==> config.mk <==
export PLATFORM = sky130hd
export DESIGN_NAME = ctrl_seq4
export DESIGN_NICKNAME = d
export VERILOG_FILES = /design/src/rtl/ctrl_seq4_pkg.sv /design/src/rtl/ctrl_seq4_pc_cnt.sv /design/src/rtl/ctrl_seq4.sv
export SDC_FILE = /design/constraint.sdc
export NUM_CORES = 1
export LEC_CHECK = 0
export CORE_MARGIN = 2
export CORE_UTILIZATION = 30
export CTS_CLUSTER_DIAMETER = 120
export DETAILED_ROUTE_END_ITERATION = 10
export PLACE_DENSITY_LB_ADDON = 0.25
export SLEW_MARGIN = 20
export SYNTH_ARGS = -nofsm -noshare
export SYNTH_HDL_FRONTEND = slang
export SYNTH_SLANG_ARGS = --single-unit
==> constraint.sdc <==
create_clock -name clk -period 1.3 [get_ports clk]
set_input_delay 0.26 -clock clk [delete_from_list [all_inputs] [get_ports clk]]
set_output_delay 0.26 -clock clk [all_outputs]
set_load 0.05 [all_outputs]
==> src/rtl/ctrl_seq4_pkg.sv <==
// Shared definitions for the 4-bit fetch/decode/execute sequencer:
// state encodings, opcodes and ALU operation codes.
package ctrl_seq4_pkg;

    typedef enum logic [1:0] {
        StFetch  = 2'd0,
        StDecode = 2'd1,
        StExec   = 2'd2,
        StHalt   = 2'd3
    } ctrl_state_e;

    typedef enum logic [1:0] {
        AluAdd = 2'b00,
        AluSub = 2'b01,
        AluAnd = 2'b10,
        AluOr  = 2'b11
    } alu_op_e;

    localparam logic [3:0] OpNop  = 4'h0;
    localparam logic [3:0] OpLda  = 4'h1;
    localparam logic [3:0] OpLdb  = 4'h2;
    localparam logic [3:0] OpAdd  = 4'h3;
    localparam logic [3:0] OpSub  = 4'h4;
    localparam logic [3:0] OpAnd  = 4'h5;
    localparam logic [3:0] OpOr   = 4'h6;
    localparam logic [3:0] OpMovb = 4'h7;
    localparam logic [3:0] OpOut  = 4'h8;
    localparam logic [3:0] OpJmp  = 4'h9;
    localparam logic [3:0] OpJz   = 4'hA;
    localparam logic [3:0] OpJc   = 4'hB;
    localparam logic [3:0] OpHlt  = 4'hF;

    // Only the ALU-result opcodes update the zero/carry flags.
    function automatic logic sets_flags(input logic [3:0] op);
        return (op == OpAdd) || (op == OpSub) || (op == OpAnd) || (op == OpOr);
    endfunction

endpackage

==> src/rtl/ctrl_seq4_pc_cnt.sv <==
// Program counter: synchronous reset, parallel load (priority) or increment.
module ctrl_seq4_pc_cnt #(
    parameter int unsigned PC_W = 4
) (
    input  logic            clk,
    input  logic            res,
    input  logic            inc,
    input  logic            load,
    input  logic [PC_W-1:0] load_val,
    output logic [PC_W-1:0] pc
);

    logic [PC_W-1:0] pc_q;

    // Counter register; wraps naturally modulo 2**PC_W.
    always_ff @(posedge clk) begin
        if (res) begin
            pc_q <= '0;
        end else if (load) begin
            pc_q <= load_val;
        end else if (inc) begin
            pc_q <= pc_q + 1'b1;
        end
    end

    assign pc = pc_q;

endmodule

==> src/rtl/ctrl_seq4.sv <==
// Fetch/decode/execute sequencer for the 4-bit datapath. Three clocks per
// instruction; all enables and selects decode from registered state and ir.
module ctrl_seq4
    import ctrl_seq4_pkg::*;
#(
    parameter int unsigned PC_W   = 4,
    parameter int unsigned DATA_W = 4
) (
    input  logic              clk,
    input  logic              res,
    input  logic              run,
    output logic [PC_W-1:0]   rom_addr,
    input  logic [7:0]        rom_data,
    input  logic              alu_z,
    input  logic              alu_c,
    output logic              en_a,
    output logic              en_b,
    output logic              en_out,
    output logic              a_sel,
    output logic              b_sel,
    output logic [1:0]        alu_op,
    output logic [DATA_W-1:0] imm,
    output logic              halted
);

    ctrl_state_e     state_q, state_d;
    logic [7:0]      ir_q, ir_d;
    logic            z_flag_q, z_flag_d;
    logic            c_flag_q, c_flag_d;
    logic            pc_inc, pc_load;
    logic [PC_W-1:0] pc;
    logic [3:0]      opcode;

    assign opcode = ir_q[7:4];

    ctrl_seq4_pc_cnt #(
        .PC_W(PC_W)
    ) u_pc_cnt (
        .clk     (clk),
        .res     (res),
        .inc     (pc_inc),
        .load    (pc_load),
        .load_val(PC_W'(ir_q[3:0])),
        .pc      (pc)
    );

    // State, instruction and flag registers; reset wins over everything.
    always_ff @(posedge clk) begin
        if (res) begin
            state_q  <= StFetch;
            ir_q     <= '0;
            z_flag_q <= 1'b0;
            c_flag_q <= 1'b0;
        end else begin
            state_q  <= state_d;
            ir_q     <= ir_d;
            z_flag_q <= z_flag_d;
            c_flag_q <= c_flag_d;
        end
    end

    // Next-state, PC control and EXEC-cycle output decode.
    always_comb begin
        state_d  = state_q;
        ir_d     = ir_q;
        z_flag_d = z_flag_q;
        c_flag_d = c_flag_q;
        pc_inc   = 1'b0;
        pc_load  = 1'b0;
        en_a     = 1'b0;
        en_b     = 1'b0;
        en_out   = 1'b0;
        a_sel    = 1'b0;
        b_sel    = 1'b0;
        alu_op   = AluAdd;

        unique case (state_q)
            StFetch: begin
                if (run) begin
                    ir_d    = rom_data;
                    pc_inc  = 1'b1;
                    state_d = StDecode;
                end
            end
            StDecode: begin
                state_d = StExec;
            end
            StExec: begin
                state_d = StFetch;
                case (opcode)
                    OpLda:  begin en_a = 1'b1; a_sel = 1'b1; end
                    OpLdb:  begin en_b = 1'b1; end
                    OpAdd:  begin en_a = 1'b1; alu_op = AluAdd; end
                    OpSub:  begin en_a = 1'b1; alu_op = AluSub; end
                    OpAnd:  begin en_a = 1'b1; alu_op = AluAnd; end
                    OpOr:   begin en_a = 1'b1; alu_op = AluOr; end
                    OpMovb: begin en_b = 1'b1; b_sel = 1'b1; end
                    OpOut:  begin en_out = 1'b1; end
                    OpJmp:  begin pc_load = 1'b1; end
                    OpJz:   begin pc_load = z_flag_q; end
                    OpJc:   begin pc_load = c_flag_q; end
                    OpHlt:  begin state_d = StHalt; end
                    default: ;
                endcase
                if (sets_flags(opcode)) begin
                    z_flag_d = alu_z;
                    c_flag_d = alu_c;
                end
            end
            StHalt: begin
                state_d = StHalt;
            end
            default: begin
                state_d = StFetch;
            end
        endcase
    end

    assign rom_addr = pc;
    assign imm      = DATA_W'(ir_q[3:0]);
    assign halted   = (state_q == StHalt);

endmodule
# Word-level counts from Yosys, hierarchy flattened
# Cells that the tools add are included.
classes:
  addsub: 1
  mul: 0
  div: 0
  magnitude_cmp: 0
  n_eq_ne: 16
  n_shift: 0
  n_mux: 21
  bitwise: 0
  n_reduce_logical: 9
op_table:
  columns: ["operator", "n"]
  rows:
  - ["== test 4 bit (second input constant)", 5]
  - ["== test 4 x 3 -> 1 bit (second input constant)", 4]
  - ["2-to-1 mux 1 bit", 13]
  - ["== test 4 x 2 -> 1 bit (second input constant)", 2]
  - ["2-to-1 mux 4 bit", 2]
  - ["case mux 2 bit (4 select lines)", 1]
  - ["2-to-1 mux 2 bit", 3]
  - ["case mux 2 bit (3 select lines)", 1]
  - ["OR reduction 5 bit", 1]
  - ["adder 4 x 1 -> 4 bit (second input constant)", 1]
  - ["== test 2 bit (second input constant)", 2]
  - ["== test 4 x 1 -> 1 bit (second input constant)", 1]
  - ["AND reduction 2 bit", 2]
  - ["logical OR 1 bit", 3]
  - ["case mux 1 bit (3 select lines)", 1]
  - ["== test 2 x 1 -> 1 bit (second input constant)", 1]
  - ["logical NOT 2 bit", 1]
  - ["!= test 2 bit (second input constant)", 1]
  - ["nonzero test 2 bit", 1]
  - ["OR reduction 2 bit", 1]
word_totals:
  regBits: 16
  latchBits: 0
  ram_bits: 0
  mem_bits_ro: 0
  inputBits: 13
  output_inout_bits: 16
  word_cells: 52
  memories: 0

# Longest topological paths before layout
depth:
  word_depth: 5
  mapped_depth: 5
  ltp_nobuf: 4

# By module
# A second synthesis with hierarchy kept.
unflattened:
  hier_cells: 94
  area_unflattened_um2: 849.6
modules_own_cells:
  columns: ["module", "n_inst", "cells_each", "area_each_um2", "seq_area_each_um2"]
  rows:
  - ["ctrl_seq4", 1, 72, 644.4, 240.2]
  - ["ctrl_seq4_pc_cnt", 1, 22, 205.2, 80.1]

# Least setup slack after synthesis
# Ideal clock, no wire load.
synth_timing:
  path_type: "reg-to-output"
  start: "register state_q[1]"
  end: "output en_a"
  arrival_time_ps: 1966
  t_required_ps: 1040
  setup_slack_ps: -926
  path_stages_with_launch: 3
  n_path_buf: 0
  cell_sequence: "dfxtp_1 nor3b_1 nor3b_1"
synth_via:
  elab_chain_len: 2
synth_rtl:
  columns: ["item", "line", "source"]
  rows:
  - ["start: declaration", "ctrl_seq4.sv:26", "ctrl_state_e state_q, state_d;"]
  - ["start signal: assignment", "ctrl_seq4.sv:50", "state_q <= StFetch;"]
  - ["start signal: assignment", "ctrl_seq4.sv:55", "state_q <= state_d;"]
  - ["== test 2 bit", "ctrl_seq4.sv:77", "unique case (state_q)"]
  - ["2-to-1 mux 1 bit", "ctrl_seq4.sv:77", null]
  - ["end: declaration", "ctrl_seq4.sv:16", "output logic en_a,"]
# No other way between the ends.

# Worst setup path in the final report
layout_timing:
  start: "register state_q[0]"
  end: "output a_sel"
layout_via:
  elab_chain_len: 2
layout_rtl:
  columns: ["item", "line", "source"]
  rows:
  - ["== test 2 bit", "ctrl_seq4.sv:77", null]
  - ["2-to-1 mux 1 bit", "ctrl_seq4.sv:77", null]
  - ["end: declaration", "ctrl_seq4.sv:19", "output logic a_sel,"]
# No other way between the ends.

==> results_dict.tcl <==
set metrics [dict create \
    outcome "complete, but fails checks" \
    failed_checks "negative setup slack" \
    worstPathCellList "nor3b_4 -> buf_6 -> and3_2 -> buf_12" \
    pin_count 29 \
    relSlewSlack_pct 78.62 \
    dp.cells 170 \
    cp.arrival_ns 1.35 \
    core_area_um2 2710 \
    vdd_ir_drop_max_mv 0.5155 \
    portBuffers 28 \
    antenna_found_initial 0 \
    tightest_slew_ns 0.3207 \
    nFillCells 227 \
    routabilityCongestion 0.7878 \
    worst_slack_ns -0.3124 \
    yosysTopAreaCellShare_pct 38.10 \
    root_buffer "clkbuf_4" \
    grt_pass1_vias 897 \
    cts.sinks 16 \
    stdcell_count 180 \
    rsz0062_at_grt "true" \
    slowest_delay_ns 0.35 \
    slew_violations 0 \
    ff_latch_area_um2 336.6 \
    start_util_pct 31.02 \
    synth_edf_count 0 \
    grt-ovfl-total 0 \
    finalSetupViolations 18 \
    slowest_stage "dfxtp_2" \
    worst-r2r-cell-count 6 \
    synth_cells 102 \
    rows 19 \
    clk_latency_ns 0.30 \
    clk_path_buf_depth 2 \
    routed_wl_um 2357 \
    ant_nets 0 \
    place_area_um2 1476 \
    clk_pin_slew_ns 0.10 \
    routedWlPerCell_um 13.09 \
    async_flop_share_pct 0 \
    path_delay_family "simple AND/OR/NAND/NOR gates" \
    critical_path_depth 4 \
    synth_top_flop_cell "dfxtp_1" \
    yosys_warnings 0 \
    p_per_area_nw_per_um2 750.1 \
    place_ws_ns -0.2458 \
    grt_use_total_pct 14.52 \
    cts_tree "built" \
    critPathKind "reg -> out" \
    synthDistinctLibCells 32 \
    finalCritPeriodShare_pct 124.0 \
    critPathCaptureType "output port" \
    viasPerCell 4.933 \
    drive_above_1_share_pct 57.72 \
    fin_skew_ns 0.01257 \
    worstHoldPathCells 2 \
    synthTopCellsByCount "nand2_1 (20), dfxtp_1 (16), a21oi_1 (13), nor2_1 (10)" \
    synth_seq_area_share_pct 38.10 \
    cts_max_level 1 \
    max_freq_mhz 620.2 \
    drv_cap 0 \
    diodes 0 \
    syn_to_final_growth_pct 101.6 \
    hold_buffers 0 \
    yosysMostFrequentCell "nand2_1" \
    num_vias 888 \
    cp-start-kind "flop" \
    p_leak_nw 0.6707 \
    die_height_um 56.94 \
    cp_num_buf_inv 2 \
    cp_max_fo 4 \
    holdCritPathClass "reg -> reg" \
    stdcell_area_um2 1695 \
    syn_nets 116 \
    numCtsBuffers 3 \
    syn_area_um2 840.8 \
    grt_max_degree 11 \
    fin_nets 164 \
    grt_pass1_wl_um 3746 \
    syn_avg_cell_area_um2 8.243 \
    synth-seq-cells 16 \
    post-route-min-period_ns 1.612 \
    drcViolationCount 0 \
    synth_largest_area_cell "dfxtp_1" \
    synth.area.top_cells "dfxtp_1 (38%), nand2_1 (8.9%), a21oi_1 (7.7%), nor2_1 (4.5%), buf_4 (3.6%)" \
    fp.dieW_um 56.94 \
    hold_viol 0 \
    hpwl_um 1689 \
    final_core_util_pct 62.56 \
    multi_input_area_um2 618.1 \
    firstDrtPassIters 2 \
    cp.required_ns 1.04 \
    drtIter0Drc 3 \
    die-area_um2 3242 \
]
area by class of cell:
class	count	area share, %
Timing Repair Buffer	52	39.04
Multi-Input combinational cell	76	36.46
Sequential cell	16	19.85
Tap cell	31	2.288
Clock buffer	4	2.140
Inverter	1	0.2214
flip-flops by register name, indices dropped and copies added (netlist names):
register / cells
ir_q: 8
u_pc_cnt.pc: 4
state_q: 2
c_flag_q: 1
z_flag_q: 1
worst paths after layout:
path | start | endpoint | slack, ns
setup / recovery | state_q[0] | a_sel | -0.31
hold / removal | ir_q[6] | ir_q[6] | 0.51
setup reg to reg | state_q[1] | u_pc_cnt.pc[0] | -0.16
hold reg to reg | ir_q[6] | ir_q[6] | 0.51
power by group:
part	internal (W)	leakage, nW	switching [W]
combinational	0.000205	0.515	0.000180
clock	0.000171	0.0210	0.000163
sequential	0.000515	0.134	0.0000373
cells by family after synthesis:
logic type      share of synthesized area (%)
simple gates                            34.08
compound gates                          14.29
flops                                   38.10
mux                                     2.381
xor+xnor                                2.084
buf+inv                                 7.588
fa+ha+maj                               1.488
what timing repair did:
action	in CTS	in global routing
setup buffers	4	3
setup endpoints to repair	14	23
resized for setup	13	27
cloned	0	0
pin swaps	9	13
metrics by stage:
step,TNS (ns),total power (W),hold slack [ns]
CTS,-3.315,0.001239,0.4986
detailed placement,-2.291,0.0008876,0.4956
global placement,-1.871,0.0008804,0.4934
floorplan,-0.1306,0.0007290,0.3214
global route,-4.022,0.001332,0.5052
finish,-2.668,0.001272,0.5114
tightest hold or removal path, stage by stage (launching register included):
cell	delay (ns)
dfxtp_2	0.36
nand2_1	0.08
a21oi_2	0.05
layout by cell type, fill, tap and decap left out, drive strengths merged:
master,synthesis,layout
a21oi,13,13
clkbuf,1,4
xnor2,2,2
inv,1,1
nand4,1,1
a2111oi,1,1
a22oi,1,1
a21boi,1,1
mux2i,2,2
and3,3,3
nor3,3,3
nor2,10,10
nand3,4,4
buf,8,40
ha,1,1
nor3b,3,3
and3b,2,2
nand2,20,20
a31oi,1,1
dfxtp,16,16
clkdlybuf4s50,0,12
o21ai,2,2
or3,1,1
and2,1,1
nor2b,2,2
a2bb2oi,1,1
nand4bb,1,1
per-layer routing:
layer	track usage, %	vias to the layer above	wire, um
met5	0	-	0
met4	5.648	0	23
met3	2.041	2	100
met2	27.09	20	1280
met1	16.55	424	953
li1	-	442	-
(Power assumes the default switching activity.)
